--- src/rtl/dpram_pkg.sv ---
// Shared state type and read-latency limits for the dual-port RAM.
package dpram_pkg;

  typedef enum logic {
    ST_CLEAR = 1'b0,
    ST_READY = 1'b1
  } state_t;

  localparam int RD_LAT_MIN = 1;
  localparam int RD_LAT_MAX = 2;

endpackage

--- src/rtl/dpram_pipe_if.sv ---
// Write/read request bus of dpram_pipe plus its status outputs.
interface dpram_pipe_if #(
  parameter int DSIZE = 32,
  parameter int ASIZE = 4
);
  logic               wr_en;
  logic [ASIZE-1:0]   wr_addr;
  logic [DSIZE-1:0]   wr_data;
  logic [DSIZE/8-1:0] wr_be;
  logic               rd_en;
  logic [ASIZE-1:0]   rd_addr;
  logic [DSIZE-1:0]   rd_data;
  logic               rd_valid;
  logic               init_busy;

  modport master (
    output wr_en, wr_addr, wr_data, wr_be, rd_en, rd_addr,
    input  rd_data, rd_valid, init_busy
  );

  modport slave (
    input  wr_en, wr_addr, wr_data, wr_be, rd_en, rd_addr,
    output rd_data, rd_valid, init_busy
  );
endinterface

--- src/rtl/dpram_rd_pipe.sv ---
// Read result pipeline: RD_LAT register stages; rd_data holds its last value
// when no result is due, and everything in flight is dropped on reset.
module dpram_rd_pipe
  import dpram_pkg::*;
#(
  parameter int DSIZE  = 32,
  parameter int RD_LAT = 1
) (
  input  logic             clk,
  input  logic             rst_n,
  input  logic             in_valid,
  input  logic [DSIZE-1:0] in_data,
  output logic [DSIZE-1:0] rd_data,
  output logic             rd_valid
);

  logic             s1_valid;
  logic [DSIZE-1:0] s1_data;

  always_ff @(posedge clk) begin
    if (!rst_n) begin
      s1_valid <= 1'b0;
      s1_data  <= '0;
    end else begin
      s1_valid <= in_valid;
      if (in_valid) s1_data <= in_data;
    end
  end

  if (RD_LAT == RD_LAT_MAX) begin : g_two
    logic             s2_valid;
    logic [DSIZE-1:0] s2_data;

    always_ff @(posedge clk) begin
      if (!rst_n) begin
        s2_valid <= 1'b0;
        s2_data  <= '0;
      end else begin
        s2_valid <= s1_valid;
        if (s1_valid) s2_data <= s1_data;
      end
    end

    assign rd_valid = s2_valid;
    assign rd_data  = s2_data;
  end else begin : g_one
    assign rd_valid = s1_valid;
    assign rd_data  = s1_data;
  end

endmodule

--- src/rtl/dpram_pipe.sv ---
// Simple dual-port RAM with byte-lane writes, pipelined reads, selectable
// collision behaviour and an optional zero-fill sequence after reset.
//   state    | meaning
//   ST_CLEAR | zero-filling one address per cycle, requests ignored
//   ST_READY | normal read/write service
module dpram_pipe
  import dpram_pkg::*;
#(
  parameter int DSIZE      = 32,
  parameter int ASIZE      = 4,
  parameter int RD_LAT     = 1,
  parameter int BYPASS     = 1,
  parameter int INIT_CLEAR = 1
) (
  input logic         clk,
  input logic         rst_n,
  dpram_pipe_if.slave bus
);

  localparam int DEPTH = 2 ** ASIZE;
  localparam int NBYTE = DSIZE / 8;
  localparam logic [ASIZE-1:0] LAST_ADDR = ASIZE'(DEPTH - 1);

  if (RD_LAT < RD_LAT_MIN || RD_LAT > RD_LAT_MAX) begin : g_bad_rd_lat
    $error("dpram_pipe: RD_LAT=%0d must lie in [%0d,%0d]", RD_LAT, RD_LAT_MIN, RD_LAT_MAX);
  end
  if (DSIZE < 8 || DSIZE % 8 != 0) begin : g_bad_dsize
    $error("dpram_pipe: DSIZE=%0d must be a non-zero multiple of 8", DSIZE);
  end

  state_t           state;
  logic [ASIZE-1:0] clr_cnt;
  logic             init_busy_q;
  logic [DSIZE-1:0] mem [DEPTH];

  logic             wr_go;
  logic             rd_go;
  logic             collide;
  logic [DSIZE-1:0] wr_old;
  logic [DSIZE-1:0] wr_merged;
  logic [DSIZE-1:0] rd_word;

  assign wr_go   = bus.wr_en && (state == ST_READY);
  assign rd_go   = bus.rd_en && (state == ST_READY);
  assign collide = wr_go && rd_go && (bus.wr_addr == bus.rd_addr);
  assign wr_old  = mem[bus.wr_addr];

  for (genvar i = 0; i < NBYTE; i++) begin : g_lane
    assign wr_merged[8*i +: 8] = bus.wr_be[i] ? bus.wr_data[8*i +: 8] : wr_old[8*i +: 8];
  end

  // On a collision the merged word is exactly what the array will hold next cycle.
  assign rd_word = (BYPASS != 0 && collide) ? wr_merged : mem[bus.rd_addr];

  always_ff @(posedge clk) begin
    if (!rst_n) begin
      state       <= (INIT_CLEAR != 0) ? ST_CLEAR : ST_READY;
      init_busy_q <= (INIT_CLEAR != 0);
      clr_cnt     <= '0;
    end else begin
      case (state)
        ST_CLEAR: begin
          clr_cnt <= clr_cnt + 1'b1;
          if (clr_cnt == LAST_ADDR) begin
            state       <= ST_READY;
            init_busy_q <= 1'b0;
          end
        end
        default: init_busy_q <= 1'b0;
      endcase
    end
  end

  // The array itself is never reset; only the clear sequence zeroes it.
  always_ff @(posedge clk) begin
    if (rst_n) begin
      if (state == ST_CLEAR) begin
        mem[clr_cnt] <= '0;
      end else if (wr_go) begin
        mem[bus.wr_addr] <= wr_merged;
      end
    end
  end

  dpram_rd_pipe #(
    .DSIZE  (DSIZE),
    .RD_LAT (RD_LAT)
  ) u_rd_pipe (
    .clk      (clk),
    .rst_n    (rst_n),
    .in_valid (rd_go),
    .in_data  (rd_word),
    .rd_data  (bus.rd_data),
    .rd_valid (bus.rd_valid)
  );

  assign bus.init_busy = init_busy_q;

endmodule

--- src/flat_wrapper.sv ---
// flat-port wrapper written by rule: the top's interface ports become plain ports
module dpram_pipe_flat import dpram_pkg::*;
#(
  parameter int DSIZE      = 32,
  parameter int ASIZE      = 4,
  parameter int RD_LAT     = 1,
  parameter int BYPASS     = 1,
  parameter int INIT_CLEAR = 1
)
  (clk, rst_n, bus_wr_en, bus_wr_addr, bus_wr_data, bus_wr_be, bus_rd_en, bus_rd_addr, bus_rd_data, bus_rd_valid, bus_init_busy);
  dpram_pipe_if #(.DSIZE(DSIZE), .ASIZE(ASIZE)) bus_i ();
  input logic clk;
  input logic rst_n;
  input wire logic [$bits(bus_i.wr_en)-1:0] bus_wr_en;
  input wire logic [$bits(bus_i.wr_addr)-1:0] bus_wr_addr;
  input wire logic [$bits(bus_i.wr_data)-1:0] bus_wr_data;
  input wire logic [$bits(bus_i.wr_be)-1:0] bus_wr_be;
  input wire logic [$bits(bus_i.rd_en)-1:0] bus_rd_en;
  input wire logic [$bits(bus_i.rd_addr)-1:0] bus_rd_addr;
  output wire logic [$bits(bus_i.rd_data)-1:0] bus_rd_data;
  output wire logic [$bits(bus_i.rd_valid)-1:0] bus_rd_valid;
  output wire logic [$bits(bus_i.init_busy)-1:0] bus_init_busy;
  assign bus_i.wr_en = bus_wr_en;
  assign bus_i.wr_addr = bus_wr_addr;
  assign bus_i.wr_data = bus_wr_data;
  assign bus_i.wr_be = bus_wr_be;
  assign bus_i.rd_en = bus_rd_en;
  assign bus_i.rd_addr = bus_rd_addr;
  assign bus_rd_data = bus_i.rd_data;
  assign bus_rd_valid = bus_i.rd_valid;
  assign bus_init_busy = bus_i.init_busy;
  dpram_pipe #(.DSIZE(DSIZE), .ASIZE(ASIZE), .RD_LAT(RD_LAT), .BYPASS(BYPASS), .INIT_CLEAR(INIT_CLEAR)) u_core (.clk(clk), .rst_n(rst_n), .bus(bus_i));
endmodule
--- config.mk ---
export PLATFORM = sky130hd
export DESIGN_NAME = dpram_pipe_flat
export DESIGN_NICKNAME = d
export VERILOG_FILES = /design/src/rtl/dpram_pkg.sv /design/src/rtl/dpram_pipe_if.sv /design/src/rtl/dpram_rd_pipe.sv /design/src/rtl/dpram_pipe.sv /design/src/flat_wrapper.sv
export SDC_FILE = /design/constraint.sdc
export NUM_CORES = 1
export LEC_CHECK = 0
export CORE_ASPECT_RATIO = 1.25
export CORE_MARGIN = 5
export CORE_UTILIZATION = 30
export CTS_CLUSTER_SIZE = 30
export DETAILED_ROUTE_END_ITERATION = 6
export PLACE_DENSITY_LB_ADDON = 0.3
export SETUP_SLACK_MARGIN = 0.5
export SYNTH_ARGS = -nofsm -noshare
export SYNTH_HDL_FRONTEND = slang
export SYNTH_HIERARCHICAL = 1
export SYNTH_SLANG_ARGS = --single-unit
--- constraint.sdc ---
create_clock -name clk -period 9.5 [get_ports clk]
set_input_delay 2.375 -clock clk [delete_from_list [all_inputs] [get_ports clk]]
set_output_delay 2.375 -clock clk [all_outputs]
set_load 0.01 [all_outputs]
## Yosys cells after proc, flatten, opt, wreduce, memory -nomap -nowiden

Memories as Yosys holds them, arrays and structs flattened. A register that Yosys moved wholly into a read port is not among the register bits.
Index checks and enable logic that the tools add are counted.
Widths: inputs -> output; s select.

| storage, ports and cells | value |
|---|---|
| output and inout bits | 34 |
| flip-flop bits (word level) | 7 |
| word-level logic and storage cells | 30 |
| memories kept | 1 |
| input bits | 48 |
| RAM bits | 512 |

| operators by class | value |
|---|---|
| muxes and demuxes | 18 |
| equal/unequal tests | 1 |
| $add $sub $neg | 1 |
| reductions and logical operators | 5 |

Memories:

| memory | depth | bits a word | read ports | clocked after Yosys merged registers in | wr ports | line | text |
|---|---|---|---|---|---|---|---|
| u_core.mem | 16 | 32 | 2 | 1 | 1 | dpram_pipe.sv:34 | `logic [DSIZE-1:0] mem [DEPTH];` |

Operators by type and width:

| kind | number |
|---|---|
| $mux 32 | 1 |
| $mux 8 | 4 |
| $reduce_or 32->1 | 1 |
| $mux 1 | 12 |
| $add 4x1->4 const B | 1 |
| $eq 4x4->1 const B | 1 |
| $mux 4 | 1 |
| $logic_and 1x1->1 | 2 |
| $reduce_bool 2->1 | 1 |
| $logic_not 1->1 | 1 |

## Logic depth before layout (Yosys ltp)

Gate-level depths: netlist (run 1).

| logic depth | value |
|---|---|
| word-level depth | 7 |
| gate-level depth with buffers | 10 |
| depth with buffers taken out | 7 |

## Modules after synthesis

The synthesis (run 1) kept the hierarchy.

Modules (own cells, without submodules):

| module | times used | area an instance (um^2) | cells an instance | sequential area each (um^2) |
|---|---|---|---|---|
| dpram_pipe | 1 | 24908.9 | 1492 | 15494.9 |
| dpram_rd_pipe | 1 | 1270.0 | 105 | 660.6 |

## Worst setup path after synthesis (run 1)

No wires, ideal clock.

| path | value |
|---|---|
| path kind | input port to flip-flop |
| from | in bus_wr_addr[1] |
| to | mem u_core.mem[2][0] (enable) |
| required time | 9.079 ns |
| path buffers | 4 |
| arrival | 4.651 ns |
| setup time | 0.421 ns |
| stages on the path | 7 |
| path slack | 4.428 ns |
| cell sequence | buf_6 > buf_6 > buf_6 > buf_4 > nor3b_1 > a31oi_1 > nor2_1 |

| on the way | value |
|---|---|
| cells in the longest elaborated chain, start to end | 1 |

RTL lines:

| item | line | text |
|---|---|---|
| start, declared | flat_wrapper.sv:15 | `input wire logic [$bits(bus_i.wr_addr)-1:0] bus_wr_addr;` |
| $mux 4 (no source line) | - |  |
| end, declared | dpram_pipe.sv:34 |  |

Every way passes these cells.

## Worst setup path in the final report (run 1)

| path | value |
|---|---|
| from | in bus_wr_addr[1] |
| to | mem u_core.mem[0][24], data pin |

| on the way | value |
|---|---|
| cells in the longest elaborated chain, start to end | 3 |

RTL lines:

| item | line | text |
|---|---|---|
| $mem_v2 16x32 | - |  |
| $mux 8 | dpram_pipe.sv:49 | `assign wr_merged[8*i +: 8] = bus.wr_be[i] ? bus.wr_data[8*i +: 8] : wr_old[8*i +: 8];` |
| $mux 32 (no source line) | - |  |

Every way passes these cells.

==> results.rst, run 1 <==
.. list-table::
   :header-rows: 1

   * - Metric
     - Value
   * - Net load switching power
     - 1.17 mW
   * - Final setup TNS
     - 0 ns
   * - Clk Latency, worst-skew pair
     - roughly 0.59 ns
   * - Detailed-route via count
     - 15800
   * - Fin cells
     - between 2000 and 3000
   * - Number of flip-flops and latches in the synthesized netlist
     - approximately 550
   * - Largest net degree at the start of global routing
     - 65
   * - GRT Util Overall
     - 17.0%
   * - Std-Cell Rows
     - 121
   * - Maximum fanout count along the critical path
     - 61
   * - Number of hold buffers added after CTS
     - 0
   * - Filler cell count in the final layout
     - slightly above 8000
   * - Vias per cell
     - 5.48
   * - Worst Tran Pin Value
     - 1.13 ns
   * - Most common cell on crit path
     - sky130_fd_sc_hd__buf_4
   * - Largest stage delay, worst path
     - around 0.93 ns
   * - Hold_sp
     - u_core/bus.init_busy
   * - Worst hold slack after final layout
     - 0.453 ns
   * - P per Cell Area
     - ~170 mW/mm^2
   * - Total internal power
     - 4.05 mW
   * - H-tree depth
     - 2
   * - Number of buffers added by the clock tree synthesis step
     - 53
   * - Post-cts resize count
     - 0
   * - Warnings from Yosys
     - 6
   * - Number of global-route vias before repair
     - 16700
   * - Length of the first detailed-routing pass in iterations
     - 5
   * - Multi-input gate area in the final layout
     - 0.00936 mm^2
   * - Share of the core filled with cells
     - 34.6%
   * - Sum of net half-perimeters after detailed placement
     - 46500 um
   * - Critical setup path kind
     - input port to register
   * - CP Launch Type
     - input port
   * - Number of endpoints with negative hold slack in the final report
     - 0
   * - Wire length of the first global-routing pass
     - approximately 120000 um
   * - Gate power share
     - 7.9%
   * - Maximum vdd drop
     - 115 uV
   * - Shortest clock period the worst path allows after layout
     - 5.44 ns
   * - Remaining global-route overflow
     - 0
   * - Clock Sink Count
     - 551
   * - Port bufs
     - 81
   * - Crit-path cells
     - buf_8, buf_4, mux2i_1, a22o_1, a221oi_2, o22ai_1, nor3_1, buf_4
   * - Antenna violations before repair
     - 1
   * - Average instance area after synthesis
     - 16.4 um^2
   * - Launch point of the critical path
     - bus_wr_addr[1]
   * - Synthesized Nets
     - 1646
   * - Slew Limit Headroom
     - 24.2%
   * - Number of ports placed on the die boundary
     - about 80
   * - Flop pwr share
     - 50.9%
   * - Violation count after the first detailed-routing iteration
     - 1341
   * - Worst path arrival time
     - 5.88 ns
   * - Unique cell type count in the Yosys netlist
     - 43
   * - Type of element capturing the critical path
     - register
   * - Startpoint of the most critical register-to-register path
     - u_core/state
   * - Total power draw
     - 5.22 mW
   * - Area of the mapped netlist
     - 0.0262 mm^2
   * - CTS tree
     - built
   * - DIE HEIGHT
     - ~340 um
   * - Width of the die
     - 274 um
   * - Fmax
     - around 180 MHz
   * - Max-slew violations
     - 0
   * - Effective utilization at floorplan
     - 30.1%
   * - Setup repair after global routing missed its margin
     - false
   * - Highest-delay cell along the critical path
     - sky130_fd_sc_hd__nor3_1
   * - Primary flip-flop cell chosen by synthesis mapping
     - sky130_fd_sc_hd__edfxtp_1
   * - Area overhead of the layout relative to synthesis
     - 14.9%
   * - Share of total power in the clock network
     - 41.2%
   * - Clock Tree Buf Depth
     - 3
   * - Layout cells sized above 1
     - 21.8%
   * - Worst path buffer plus inverter count
     - 3
   * - Routed wirelength normalized by instance count
     - 28.1 um
   * - # Post-CTS Setup Buffers
     - 0
   * - Static Leakage
     - 10.6 nW
   * - Share of the yosys chip area belonging to registers
     - 61.7%
   * - Top Family by Delay on Critical Path
     - buffers and inverters
   * - Final worst path period share
     - 57.3%
   * - Die Footprint
     - 0.0933 mm^2
   * - Number of routed nets with antenna violations
     - 0
   * - Proportion of total power due to net switching
     - around 22%
   * - Core area
     - 0.0869 mm^2
   * - Gp weighted congestion
     - a little under 0.8
   * - Result of the run
     - finished, final reports clean
   * - Share of flip-flops with an asynchronous set or reset
     - 0%
   * - Root buffer cell
     - sky130_fd_sc_hd__clkbuf_16
   * - Required @ worst endpoint
     - 9.94 ns
   * - Clock slew at reported path FFs
     - 0.06 ns
   * - Min-delay worst type
     - register to register
   * - Aggregate routed wire length
     - roughly 81000 um
   * - Synthesized instance count
     - approximately 1600
   * - # nets final
     - 1722
   * - EDFF count, synth
     - between 500 and 600
   * - Area taken by flip-flops and latches
     - 0.0162 mm^2
   * - Final antenna diode count
     - 0
   * - # Max-Cap Violations
     - 0
   * - Final routed DRC violation total
     - 0
   * - Instance count after placement with tap cells included
     - 2786
   * - Final number of setup-violating endpoints
     - 0
   * - Worst Clk Skew
     - 0.0142 ns
==> flip-flops by register name (all words and copies together), names as in the netlist <==
name / count
u_core/bus.init_busy: 1
u_core/u_rd_pipe/rd_data: 32
u_core/clr_cnt: 4
u_core/mem: 512
u_core/state: 1
u_core/u_rd_pipe/rd_valid: 1
==> worst paths after layout <==
path | end | slack [ns] | cells after the start
worst max-delay path | u_core/mem[0][24] | 4.06 | 8
worst min-delay path | u_core/bus.init_busy | 0.45 | 2
worst max register to register | u_core/mem[14][9] | 6.03 | 6
worst min register to register | u_core/bus.init_busy | 0.45 | 2
==> final cells by class <==
| class | count | share of cell area (%) |
|---|---|---|
| clock buffer | 65 | 4.66 |
| clock inverter | 31 | 1.18 |
| inverter | 7 | 0.0873 |
| multi-input combinational | 913 | 31.1 |
| sequential | 551 | 53.7 |
| tap | 1168 | 4.86 |
| timing repair buffer | 147 | 4.40 |
==> stage by stage <==
| stage | worst slack [ns] | instance area, um^2 |
|---|---|---|
| CTS | 4.00 | 30100 |
| detailed placement | 3.33 | 28300 |
| floorplan | 4.43 | 26200 |
| finish | 4.06 | 30100 |
| global route | 3.80 | 30100 |
| global placement | 3.41 | 28300 |
==> metal layers <==
metal	GRT usage (%)	vias up	share of wire, %
li1	-	6736	-
met1	20.9	8285	39
met2	30.0	594	51
met3	2.52	179	5.8
met4	6.51	0	3.9
met5	0	-	0
==> cells by family after synthesis <==
logic type,share of synthesized area [%]
DFF,61.7
xor gates and xnor gates,0.234
buffers and inverters,3.35
AOI/OAI and AO/OA,8.98
muxes,22.2
and+or+nand+nor,3.50
adders and majority gates,0.0478
==> worst reg2reg max path, cell delays in order, from the launching register on <==
cell                      delay [ns]
sky130_fd_sc_hd__dfxtp_1        0.42
sky130_fd_sc_hd__nand3_2        0.10
sky130_fd_sc_hd__buf_4          0.64
sky130_fd_sc_hd__mux2i_1        0.27
sky130_fd_sc_hd__or3b_2         0.65
sky130_fd_sc_hd__nor2_4         0.41
sky130_fd_sc_hd__buf_4          0.59
==> synth_stat cells, types with 2 or more instances <==
cell	count	share of area [%]
sky130_fd_sc_hd__a21oi_1	33	0.63
sky130_fd_sc_hd__a221oi_1	13	0.43
sky130_fd_sc_hd__a221oi_2	19	1.1
sky130_fd_sc_hd__a22o_1	24	0.80
sky130_fd_sc_hd__a22oi_1	128	3.7
sky130_fd_sc_hd__a31oi_1	6	0.14
sky130_fd_sc_hd__and2_1	7	0.17
sky130_fd_sc_hd__buf_1	15	0.22
sky130_fd_sc_hd__buf_12	3	0.23
sky130_fd_sc_hd__buf_2	25	0.48
sky130_fd_sc_hd__buf_4	16	0.46
sky130_fd_sc_hd__buf_6	31	1.3
sky130_fd_sc_hd__clkbuf_1	34	0.49
sky130_fd_sc_hd__clkinv_1	4	0.057
sky130_fd_sc_hd__dfxtp_1	39	3.0
sky130_fd_sc_hd__edfxtp_1	512	59
sky130_fd_sc_hd__inv_1	3	0.043
sky130_fd_sc_hd__mux2_2	16	0.69
sky130_fd_sc_hd__mux2i_1	274	10
sky130_fd_sc_hd__mux4_2	128	11
sky130_fd_sc_hd__nand2_1	72	1.0
sky130_fd_sc_hd__nand2b_1	2	0.048
sky130_fd_sc_hd__nand3_1	4	0.076
sky130_fd_sc_hd__nor2_1	21	0.30
sky130_fd_sc_hd__nor2b_1	39	0.93
sky130_fd_sc_hd__nor3_1	33	0.63
sky130_fd_sc_hd__nor3b_1	2	0.057
sky130_fd_sc_hd__o22ai_1	40	0.96
sky130_fd_sc_hd__o31ai_1	17	0.49
sky130_fd_sc_hd__o31ai_2	15	0.72
sky130_fd_sc_hd__or2_2	5	0.12
sky130_fd_sc_hd__xnor2_1	6	0.20
==> layout by cell type, fill, tap and decap left out, types with 8 or more instances in the layout <==
cell	synthesis	final
sky130_fd_sc_hd__mux2_2	16	16
sky130_fd_sc_hd__edfxtp_1	512	512
sky130_fd_sc_hd__o31ai_1	17	17
sky130_fd_sc_hd__a22o_1	24	24
sky130_fd_sc_hd__a221oi_1	13	13
sky130_fd_sc_hd__a21oi_1	33	33
sky130_fd_sc_hd__dfxtp_1	39	39
sky130_fd_sc_hd__mux4_2	128	128
sky130_fd_sc_hd__clkbuf_1	34	9
sky130_fd_sc_hd__a221oi_2	19	19
sky130_fd_sc_hd__nor3_1	33	25
sky130_fd_sc_hd__clkbuf_16	0	53
sky130_fd_sc_hd__buf_4	16	65
sky130_fd_sc_hd__a22oi_1	128	128
sky130_fd_sc_hd__mux2i_1	274	274
sky130_fd_sc_hd__nor3_2	0	8
sky130_fd_sc_hd__nand2_1	72	72
sky130_fd_sc_hd__o31ai_2	15	15
sky130_fd_sc_hd__clkdlybuf4s50_1	0	77
sky130_fd_sc_hd__o22ai_1	40	40
sky130_fd_sc_hd__nor2b_1	39	35
sky130_fd_sc_hd__clkinv_2	0	12
sky130_fd_sc_hd__nor2_4	0	18
==> power groups by stage <==
| stage | sequential [mW] | clock, mW | combinational [mW] |
|---|---|---|---|
| 6_report | 2.66 | 2.15 | 0.414 |
| 5_1_grt | 2.66 | 2.30 | 0.436 |
| 4_1_cts | 2.66 | 2.21 | 0.416 |
| 3_5_place_dp | 2.71 | 0 | 0.415 |
| 3_3_place_gp | 2.71 | 0 | 0.413 |
| 2_1_floorplan | 2.70 | 0 | 0.279 |
Note: power is estimated with default switching activity, not from simulation.
==> inputs of run 2 (changes only) <==
clock period = 4.4 ns   (was 9.5 ns; I/O delays follow)
==> run 2 against run 1 <==
Clock-buffer cell count increased by 12. Clock skew increased by 0.016 ns. Setup slack got worse by 3.3 ns. Routed wire length increased by 1.5%. Die area unchanged. Worst hold slack got worse by 0.0025 ns. Power increased by 120%. First-iteration DRC count increased by 18%. Sequential cell count unchanged. Critical endpoint is now u_core/u_rd_pipe/rd_data[5]. Via count increased by 2.3%. Register-to-register slack got worse by 4.3 ns.
==> results.rst, run 2 (synthesis results as in run 1) <==
.. list-table::
   :header-rows: 1

   * - Metric
     - Value
   * - H-tree depth
     - 2
   * - Fin worst setup slack
     - 0.806 ns
   * - Width of the die
     - 274 um
   * - Setup repair after global routing missed its margin
     - false
   * - Number of routed nets with antenna violations
     - 0
   * - Remaining global-route overflow
     - 0
   * - Final worst path period share
     - 81.7%
   * - Post-placement worst setup slack
     - 0.0799 ns
   * - Largest stage delay, worst path
     - between 0.6 and 0.7 ns
   * - Clk Latency, worst-skew pair
     - approximately 0.63 ns
   * - Most common cell after layout, fill and taps aside
     - sky130_fd_sc_hd__edfxtp_1
   * - Layout cells sized above 1
     - 25.0%
   * - Filler cell count in the final layout
     - 8179
   * - Shortest clock period the worst path allows after layout
     - roughly 3.6 ns
   * - P per Cell Area
     - 367 mW/mm^2
   * - Core area
     - 0.0869 mm^2
   * - # Post-CTS Setup Buffers
     - 0
   * - Std-Cell Rows
     - around 120
   * - Most flops, register
     - u_core/mem
   * - Slew Limit Headroom
     - between 30% and 40%
   * - Post-cts resize count
     - 0
   * - Clock slew at reported path FFs
     - ~0.060 ns
   * - Gp weighted congestion
     - 0.822
   * - Aggregate routed wire length
     - 82200 um
   * - Die Footprint
     - 0.0933 mm^2
   * - # nets final
     - 1807
   * - Most common cell on crit path
     - sky130_fd_sc_hd__buf_4
   * - Required @ worst endpoint
     - 4.96 ns
   * - Sum of net half-perimeters after detailed placement
     - 51800 um
   * - Violation count after the first detailed-routing iteration
     - 1578
   * - Length of the first detailed-routing pass in iterations
     - 5
   * - Port bufs
     - 81
   * - Largest net degree at the start of global routing
     - 93
   * - CTS tree
     - built
   * - Vias per cell
     - around 5.4
   * - Worst path buffer plus inverter count
     - 4
   * - Maximum fanout count along the critical path
     - 21
   * - Number of flip-flops under the largest register name
     - 512
   * - Clock Sink Count
     - 551
   * - Root buffer cell
     - sky130_fd_sc_hd__clkbuf_16
   * - GRT Util Overall
     - 17.2%
   * - Max-slew violations
     - 0
   * - Fmax
     - 278 MHz
   * - Static Leakage
     - 11.2 nW
   * - Number of hold buffers added after CTS
     - 0
   * - Worst path arrival time
     - 4.15 ns
   * - Most used cells in the layout excluding fill and tap cells
     - 512 x sky130_fd_sc_hd__edfxtp_1, 274 x sky130_fd_sc_hd__mux2i_1, 128 x sky130_fd_sc_hd__a22oi_1, 128 x sky130_fd_sc_hd__mux4_2, 115 x sky130_fd_sc_hd__buf_4
   * - Wire length of the first global-routing pass
     - around 120000 um
   * - Crit-path cells
     - clkdlybuf4s50_1, buf_4, and2_4, buf_4, buf_4, a221oi_1, o22ai_1, o31ai_1, mux2i_1, nor2b_1
   * - Antenna violations before repair
     - 0
   * - Number of buffers added by the clock tree synthesis step
     - 56
   * - Final antenna diode count
     - 0
   * - CP Launch Type
     - input port
   * - Clock Tree Buf Depth
     - 3
   * - Final setup TNS
     - 0 ns
   * - # Max-Cap Violations
     - 0
   * - DIE HEIGHT
     - roughly 340 um
   * - Number of global-route vias before repair
     - 16900
   * - Maximum vdd drop
     - 286 uV
   * - Routed wirelength normalized by instance count
     - 27.7 um
   * - Area overhead of the layout relative to synthesis
     - 19.0%
   * - Result of the run
     - finished, final reports clean
   * - Detailed-route via count
     - 16200
   * - Final number of setup-violating endpoints
     - 0
   * - Final routed DRC violation total
     - 0
   * - Min-delay worst type
     - register to register
   * - Worst Tran Pin Value
     - 1.04 ns
   * - Number of endpoints with negative hold slack in the final report
     - 0
   * - Highest-delay cell along the critical path
     - sky130_fd_sc_hd__o31ai_1
   * - Top Family by Delay on Critical Path
     - buffers and inverters
   * - Worst Clk Skew
     - 0.0298 ns
   * - Type of element capturing the critical path
     - register
   * - Critical setup path kind
     - input port to register
   * - Effective utilization at floorplan
     - 30.1%
   * - Number of ports placed on the die boundary
     - 82
run 2: changes by cell type in the layout (fill, tap and decap cells not counted), sizes merged:
cell	previous run	this run
buf	69	151
clkinv	22	23
inv	4	5
bufinv	7	4
clkbuf	66	78
clkinvlp	5	3
run 2: cell type report:
cell class | instances | area (um^2) | area share [%]
clock buffer | 77 | 1540 | 4.95
clock inverter | 28 | 282 | 0.904
inverter | 7 | 26.3 | 0.0844
multi-input combinational | 913 | 9340 | 30.0
sequential | 551 | 16200 | 51.9
tap | 1168 | 1460 | 4.69
timing repair buffer | 229 | 2340 | 7.51
run 2: tightest hold or removal path, delay by kind of cell (launching register included):
| kind | cells | cell delay (ns) |
|---|---|---|
| compound gates | 1 | 0.05 |
| flops | 1 | 0.31 |
| buf+inv | 1 | 0.05 |
run 2: report_power, final:
part	internal, mW	switching, mW	total (mW)
sequential	5.71	0.0278	5.74
combinational	0.410	0.557	0.968
clock	2.69	2.04	4.73
run 2: per-layer routing:
metal	vias to the layer above	GRT usage (%)	part of all wire, %	wire [um]
li1	6935	-	-	-
met1	8413	21.7	39	32100
met2	640	30.7	52	42500
met3	168	2.27	6.1	4990
met4	0	5.70	3.3	2730
met5	-	0	0	0
run 2: final timing paths:
path                        start                     endpoint  slack (ns)  cells past startpoint
max                bus_wr_addr[0]  u_core/u_rd_pipe/rd_data[5]        0.81                     10
min          u_core/bus.init_busy         u_core/bus.init_busy        0.45                      2
max reg2reg          u_core/state             u_core/mem[1][2]        1.75                      5
min reg2reg  u_core/bus.init_busy         u_core/bus.init_busy        0.45                      2
run 2: through the flow:
step | power [mW] | hold slack [ns] | util [%] | cells | instance area (um^2)
final | 11.4 | 0.451 | 35.8 | 2973 | 31100
after global routing | 11.8 | 0.494 | 35.8 | 2973 | 31100
after CTS | 11.5 | 0.456 | 35.8 | 2973 | 31100
after detailed placement | 6.81 | 0.448 | 33.7 | 2868 | 29300
after global placement | 6.80 | 0.442 | 33.7 | 2868 | 29300
after floorplan | 6.44 | 0.470 | - | 1597 | 26200
